`config.mk`:
```
export PLATFORM = sky130hd
export DESIGN_NAME = s27_array_flat
export DESIGN_NICKNAME = d
export VERILOG_FILES = /design/src/rtl/s27_array_if.sv /design/src/rtl/s27_array.sv /design/src/flat_wrapper.sv
export SDC_FILE = /design/constraint.sdc
export NUM_CORES = 1
export LEC_CHECK = 0
export ABC_AREA = 1
export CAP_MARGIN = 20
export CORE_ASPECT_RATIO = 1.4
export CORE_MARGIN = 2
export CORE_UTILIZATION = 34
export CTS_BUF_LIST = sky130_fd_sc_hd__clkbuf_8
export DETAILED_ROUTE_END_ITERATION = 12
export GPL_TIMING_DRIVEN = 0
export PLACE_DENSITY_LB_ADDON = 0.1
export SLEW_MARGIN = 20
export SYNTH_ARGS = -nofsm -noshare
export SYNTH_HDL_FRONTEND = slang
export SYNTH_SLANG_ARGS = --single-unit
export TNS_END_PERCENT = 50
```
`constraint.sdc`:
```
create_clock -name CK -period 2.7 [get_ports CK]
set_input_delay 0.54 -clock CK [delete_from_list [all_inputs] [get_ports CK]]
set_output_delay 0.54 -clock CK [all_outputs]
set_load 0.05 [all_outputs]
```
`src/rtl/s27_array_if.sv`:
```
// s27_array interface: enables, scan pins, per-channel G inputs/outputs
// and the activity counter, with master (driver) and slave (DUT) views.
interface s27_array_if #(
  parameter int NCH   = 2,
  parameter int CNT_W = 16
);
  logic             EN;
  logic             SE;
  logic             SI;
  logic             CNT_CLR;
  logic [NCH-1:0]   G0;
  logic [NCH-1:0]   G1;
  logic [NCH-1:0]   G2;
  logic [NCH-1:0]   G3;
  logic [NCH-1:0]   G17;
  logic             SO;
  logic [CNT_W-1:0] ACT_CNT;

  modport master (
    output EN, SE, SI, CNT_CLR,
    output G0, G1, G2, G3,
    input  G17, SO, ACT_CNT
  );

  modport slave (
    input  EN, SE, SI, CNT_CLR,
    input  G0, G1, G2, G3,
    output G17, SO, ACT_CNT
  );
endinterface

```
`src/rtl/s27_array.sv`:
```
// NCH parallel s27 state machines sharing one scan chain,
// with clock enable and a saturating activity counter.
module s27_array #(
  parameter int NCH   = 2,
  parameter int CNT_W = 16
) (
  input  logic     CK,
  input  logic     RSTN,
  s27_array_if.slave io
);

  localparam int CW = 3 * NCH;

  // chain bit 3i = S5, 3i+1 = S6, 3i+2 = S7 of channel i
  logic [CW-1:0]    r_chain;
  logic [CNT_W-1:0] r_cnt;

  logic [NCH-1:0] w_s5, w_s6, w_s7;
  logic [NCH-1:0] w_n8, w_n9, w_n10, w_n11;
  logic [NCH-1:0] w_n12, w_n13, w_n14;
  logic [NCH-1:0] w_n15, w_n16;
  logic [CW-1:0]  w_func;
  logic           w_act;

  for (genvar i = 0; i < NCH; i++) begin : g_ch
    assign w_s5[i] = r_chain[3*i];
    assign w_s6[i] = r_chain[3*i+1];
    assign w_s7[i] = r_chain[3*i+2];
    assign w_func[3*i]   = w_n10[i];
    assign w_func[3*i+1] = w_n11[i];
    assign w_func[3*i+2] = w_n13[i];
  end

  assign w_n14 = ~io.G0;
  assign w_n12 = ~(io.G1 | w_s7);
  assign w_n8  = w_n14 & w_s6;
  assign w_n15 = w_n12 | w_n8;
  assign w_n16 = io.G3 | w_n8;
  assign w_n9  = ~(w_n16 & w_n15);
  assign w_n11 = ~(w_s5 | w_n9);
  assign w_n10 = ~(w_n14 | w_n11);
  assign w_n13 = ~(io.G2 | w_n12);

  assign io.G17     = ~w_n11;
  assign io.SO      = r_chain[CW-1];
  assign io.ACT_CNT = r_cnt;

  assign w_act = !io.SE && io.EN && (|io.G17);

  // state flops: reset, then scan shift, then enabled functional update
  always_ff @(posedge CK) begin
    if (!RSTN) begin
      r_chain <= '0;
    end else if (io.SE) begin
      r_chain <= {r_chain[CW-2:0], io.SI};
    end else if (io.EN) begin
      r_chain <= w_func;
    end
  end

  // activity counter: clear wins, saturates at all-ones
  always_ff @(posedge CK) begin
    if (!RSTN) begin
      r_cnt <= '0;
    end else if (io.CNT_CLR) begin
      r_cnt <= '0;
    end else if (w_act && (r_cnt != '1)) begin
      r_cnt <= r_cnt + 1'b1;
    end
  end

endmodule
```
`src/flat_wrapper.sv`:
```
// flat-port wrapper written by rule: the top's interface ports become plain ports
module s27_array_flat 
#(
  parameter int NCH   = 2,
  parameter int CNT_W = 16
)
  (CK, RSTN, io_EN, io_SE, io_SI, io_CNT_CLR, io_G0, io_G1, io_G2, io_G3, io_G17, io_SO, io_ACT_CNT);
  s27_array_if #(.NCH(NCH), .CNT_W(CNT_W)) io_i ();
  input  logic CK;
  input  logic RSTN;
  input wire logic [$bits(io_i.EN)-1:0] io_EN;
  input wire logic [$bits(io_i.SE)-1:0] io_SE;
  input wire logic [$bits(io_i.SI)-1:0] io_SI;
  input wire logic [$bits(io_i.CNT_CLR)-1:0] io_CNT_CLR;
  input wire logic [$bits(io_i.G0)-1:0] io_G0;
  input wire logic [$bits(io_i.G1)-1:0] io_G1;
  input wire logic [$bits(io_i.G2)-1:0] io_G2;
  input wire logic [$bits(io_i.G3)-1:0] io_G3;
  output wire logic [$bits(io_i.G17)-1:0] io_G17;
  output wire logic [$bits(io_i.SO)-1:0] io_SO;
  output wire logic [$bits(io_i.ACT_CNT)-1:0] io_ACT_CNT;
  assign io_i.EN = io_EN;
  assign io_i.SE = io_SE;
  assign io_i.SI = io_SI;
  assign io_i.CNT_CLR = io_CNT_CLR;
  assign io_i.G0 = io_G0;
  assign io_i.G1 = io_G1;
  assign io_i.G2 = io_G2;
  assign io_i.G3 = io_G3;
  assign io_G17 = io_i.G17;
  assign io_SO = io_i.SO;
  assign io_ACT_CNT = io_i.ACT_CNT;
  s27_array #(.NCH(NCH), .CNT_W(CNT_W)) u_core (.CK(CK), .RSTN(RSTN), .io(io_i));
endmodule
```
==> results.txt <==
Result of the run -> complete, no violations
Min-delay src -> u_core.r_chain[1]
Arrival time at the worst endpoint -> 1.73 ns
Leading area contributor after synthesis -> sky130_fd_sc_hd__dfxtp_1
Crit path kind -> in2out
Post-CTS clock slew at the launch and capture registers of the worst setup and hold paths -> 0.09 ns
Area of placed instances -> 1680 um2
Worst clock skew -> 0.00725 ns
Insertion delay to the later sink of the worst-skew pair -> 0.27 ns
Portion of the post-synthesis area used by sequential elements -> 33.4%
Total Routing Usage GR -> 16.1%
Port Buf Inserts -> 31
Fin crit share -> 84.2%
Transition time at the pin with the least slew margin -> 0.501 ns
Fraction of post-synthesis cell area in the top cell type by area -> 33.4%
Synth-to-layout area growth -> 31.1%
Mapped cell area -> 1320 um2
RSZ-0062 raised after global routing -> false
Peak supply drop -> 0.000321 V
Remaining max-slew budget at the tightest pin -> 66.5%
Multi-input gate area in the final layout -> 751 um2
Average vias per placed instance -> 4.73
Die height -> 77.7 um
Achievable frequency -> 440 MHz
Critical Path Source Type -> input port
Power Density -> 373 nW/um2
Synth Area in Simple Gates -> 46.8%
Required @ worst endpoint -> 2.16 ns
Final Hold Slack -> 0.506 ns
Synthesized area per cell -> 6.10 um2
Maximum number of pins on one net before global-route repair -> 12
First-pass GRT wire length -> 5620 um
Post-synthesis share of cell area spent on full adders, half adders and majority gates -> 0.950%
Number of hold violations in the final report -> 0
Number of H-tree branching levels -> 1
Number of distinct standard cells referenced by the synthesized netlist -> 19
Die X-Extent -> 56.6 um
Antenna violations before repair -> 0
Dominant combinational cell family by area after synthesis -> simple AND/OR/NAND/NOR gates
Clock tree from TritonCTS -> yes
Count of fill cells added during filler insertion -> 393
N_diodes -> 0
Total length of routed wires -> 3220 um
Routability-driven placement congestion ratio -> 0.764
Instance count of the mapped netlist -> 216
Core Region -> 3680 um2
Crit. Startpoint -> io_G0[1]
Remaining routing DRC violations -> 0
Placed wire-length estimate after detailed placement -> 2490 um
Yosys synthesis warning count -> 0
Violation count after the first detailed-routing iteration -> 49
Top cells by area, synth -> sky130_fd_sc_hd__dfxtp_1 (33%), sky130_fd_sc_hd__nand2_1 (21%), sky130_fd_sc_hd__nor2_1 (11%), sky130_fd_sc_hd__inv_1 (6.8%), sky130_fd_sc_hd__nand3_1 (6.1%)
Setup slack of the critical path after layout -> 0.427 ns
Effective utilization at floorplan -> 35.8%
Sequential cell area in the final layout -> 440 um2
Max-capacitance violation count -> 0
I/O Pins -> 33
Design Area, Final -> 1730 um2
Xor and xnor fraction of the mapped netlist area -> 0.665%
Number of cell rows -> 26
Multiplexer area fraction after synthesis -> 0%
Vias in the first global route -> 1259
Synthesized netlist net count -> 231
Flops & latches, synth -> 22
Post-place setup slack -> 0.0340 ns
Clock tree root driver cell -> sky130_fd_sc_hd__clkbuf_8
Number of sinks on the clock net -> 22
First-pass iteration count of the detailed router -> 4
Routed wire per std cell -> 11.0 um
Worst min-delay path class -> reg2reg
Post-detailed-route count of antenna-violating nets -> 0
Startpoint of the most critical register-to-register path -> u_core.io.ACT_CNT[0]
Max Buffers Root-to-Sink -> 2
Layout cell share with drive strength beyond 1 -> 7.60%
Setup crit end kind -> output pin
Number of buffers created by CTS -> 3
Full die area -> 4400 um2
Via count -> 1381
Max Slew Vio Count -> 0
Total negative setup slack -> 0 ns
Buffers inserted by post-CTS timing repair -> 0
Post-layout minimum cycle time -> 2.27 ns
Leakage power total -> 0.662 nW
Crit Path Max Fanout -> 3
Final Net Count -> 267
Global route overflow -> 0
Compound-Gate Fraction of Synth Area -> 8.55%
Final setup viols -> 0
==> cells in the mapped netlist <==
cell / number
sky130_fd_sc_hd__nor2_4: 3
sky130_fd_sc_hd__nor2_2: 5
sky130_fd_sc_hd__or2_2: 1
sky130_fd_sc_hd__nor3_1: 1
sky130_fd_sc_hd__a31oi_1: 6
sky130_fd_sc_hd__ha_1: 1
sky130_fd_sc_hd__o21ai_0: 1
sky130_fd_sc_hd__nand2_1: 72
sky130_fd_sc_hd__nand3_2: 2
sky130_fd_sc_hd__a21oi_1: 14
sky130_fd_sc_hd__buf_2: 2
sky130_fd_sc_hd__buf_6: 2
sky130_fd_sc_hd__nand3_1: 16
sky130_fd_sc_hd__dfxtp_1: 22
sky130_fd_sc_hd__nor2_1: 37
sky130_fd_sc_hd__nand4_1: 5
sky130_fd_sc_hd__inv_2: 1
sky130_fd_sc_hd__inv_1: 24
sky130_fd_sc_hd__xor2_1: 1
==> logic make-up after synthesis <==
| group | count (synthesis) |
|---|---|
| buffers and inverters | 29 |
| adders and majority gates | 1 |
| DFF | 22 |
| xor gates and xnor gates | 1 |
| AOI/OAI and AO/OA | 21 |
| and+or+nand+nor | 142 |
==> worst max-delay path, cell delays in order <==
cell and delay, ns:
sky130_fd_sc_hd__clkdlybuf4s50_1 0.48, sky130_fd_sc_hd__inv_1 0.04, sky130_fd_sc_hd__nand2_1 0.07, sky130_fd_sc_hd__nand2_1 0.05
sky130_fd_sc_hd__nand2_1 0.11, sky130_fd_sc_hd__dlymetal6s2s_1 0.44
==> layout make-up <==
type / instances / area share (%)
tap: 42 / 3.04
clock buffer: 3 / 2.39
sequential: 22 / 25.5
multi-input combinational: 165 / 43.5
inverter: 25 / 5.43
timing repair buffer: 31 / 18.3
buffer: 4 / 1.88
==> worst paths after layout <==
path / to / slack [ns] / cells past startpoint
setup / recovery: io_G17[1] / 0.43 / 6
setup reg to reg: u_core.io.ACT_CNT[14] / 1.06 / 8
hold reg to reg: u_core.r_chain[2] / 0.51 / 2
hold / removal: u_core.r_chain[2] / 0.51 / 2
==> sequential cells by signal, indices dropped and copies added (netlist names) <==
register           count
u_core.r_chain         6
u_core.io.ACT_CNT     16
==> cell usage in the layout, fill, tap and decap left out, types with 5 or more instances in the layout <==
master,synthesis,routed
sky130_fd_sc_hd__nand2_1,72,72
sky130_fd_sc_hd__nor2_1,37,37
sky130_fd_sc_hd__clkdlybuf4s50_1,0,29
sky130_fd_sc_hd__inv_1,24,24
sky130_fd_sc_hd__dfxtp_1,22,22
sky130_fd_sc_hd__nand3_1,16,16
sky130_fd_sc_hd__a21oi_1,14,14
sky130_fd_sc_hd__a31oi_1,6,6
sky130_fd_sc_hd__nor2_2,5,5
sky130_fd_sc_hd__nand4_1,5,5
==> timing repair <==
| action | 4_1_cts | 5_1_grt |
|---|---|---|
| hold buffers | 0 | 0 |
| gates resized for setup | 0 | 2 |
| setup endpoints to repair | 0 | 2 |
==> metrics by stage <==
stage	cells	util (%)	power, mW
2_1_floorplan	216	-	0.402
5_1_grt	292	47.0	0.678
6_report	292	47.0	0.645
4_1_cts	292	46.8	0.654
3_5_place_dp	289	45.7	0.441
3_3_place_gp	289	45.7	0.441
==> where the power goes <==
group / internal, mW / total (mW) / switching (mW) / leakage [nW]
Sequential: 0.330 / 0.335 / 0.00535 / 0.178
Clock: 0.0998 / 0.212 / 0.112 / 0.0216
Combinational: 0.0404 / 0.0977 / 0.0573 / 0.463
Total: 0.470 / 0.645 / 0.175 / 0.662
==> per-layer routing <==
| layer | routed length, um | vias up | GRT usage [%] |
|---|---|---|---|
| met5 | 0 | - | 0 |
| met4 | 47 | 0 | 5.71 |
| met3 | 86 | 4 | 2.50 |
| met2 | 1710 | 21 | 30.2 |
| met1 | 1370 | 604 | 17.6 |
| li1 | - | 752 | - |
(Power assumes the default switching activity.)
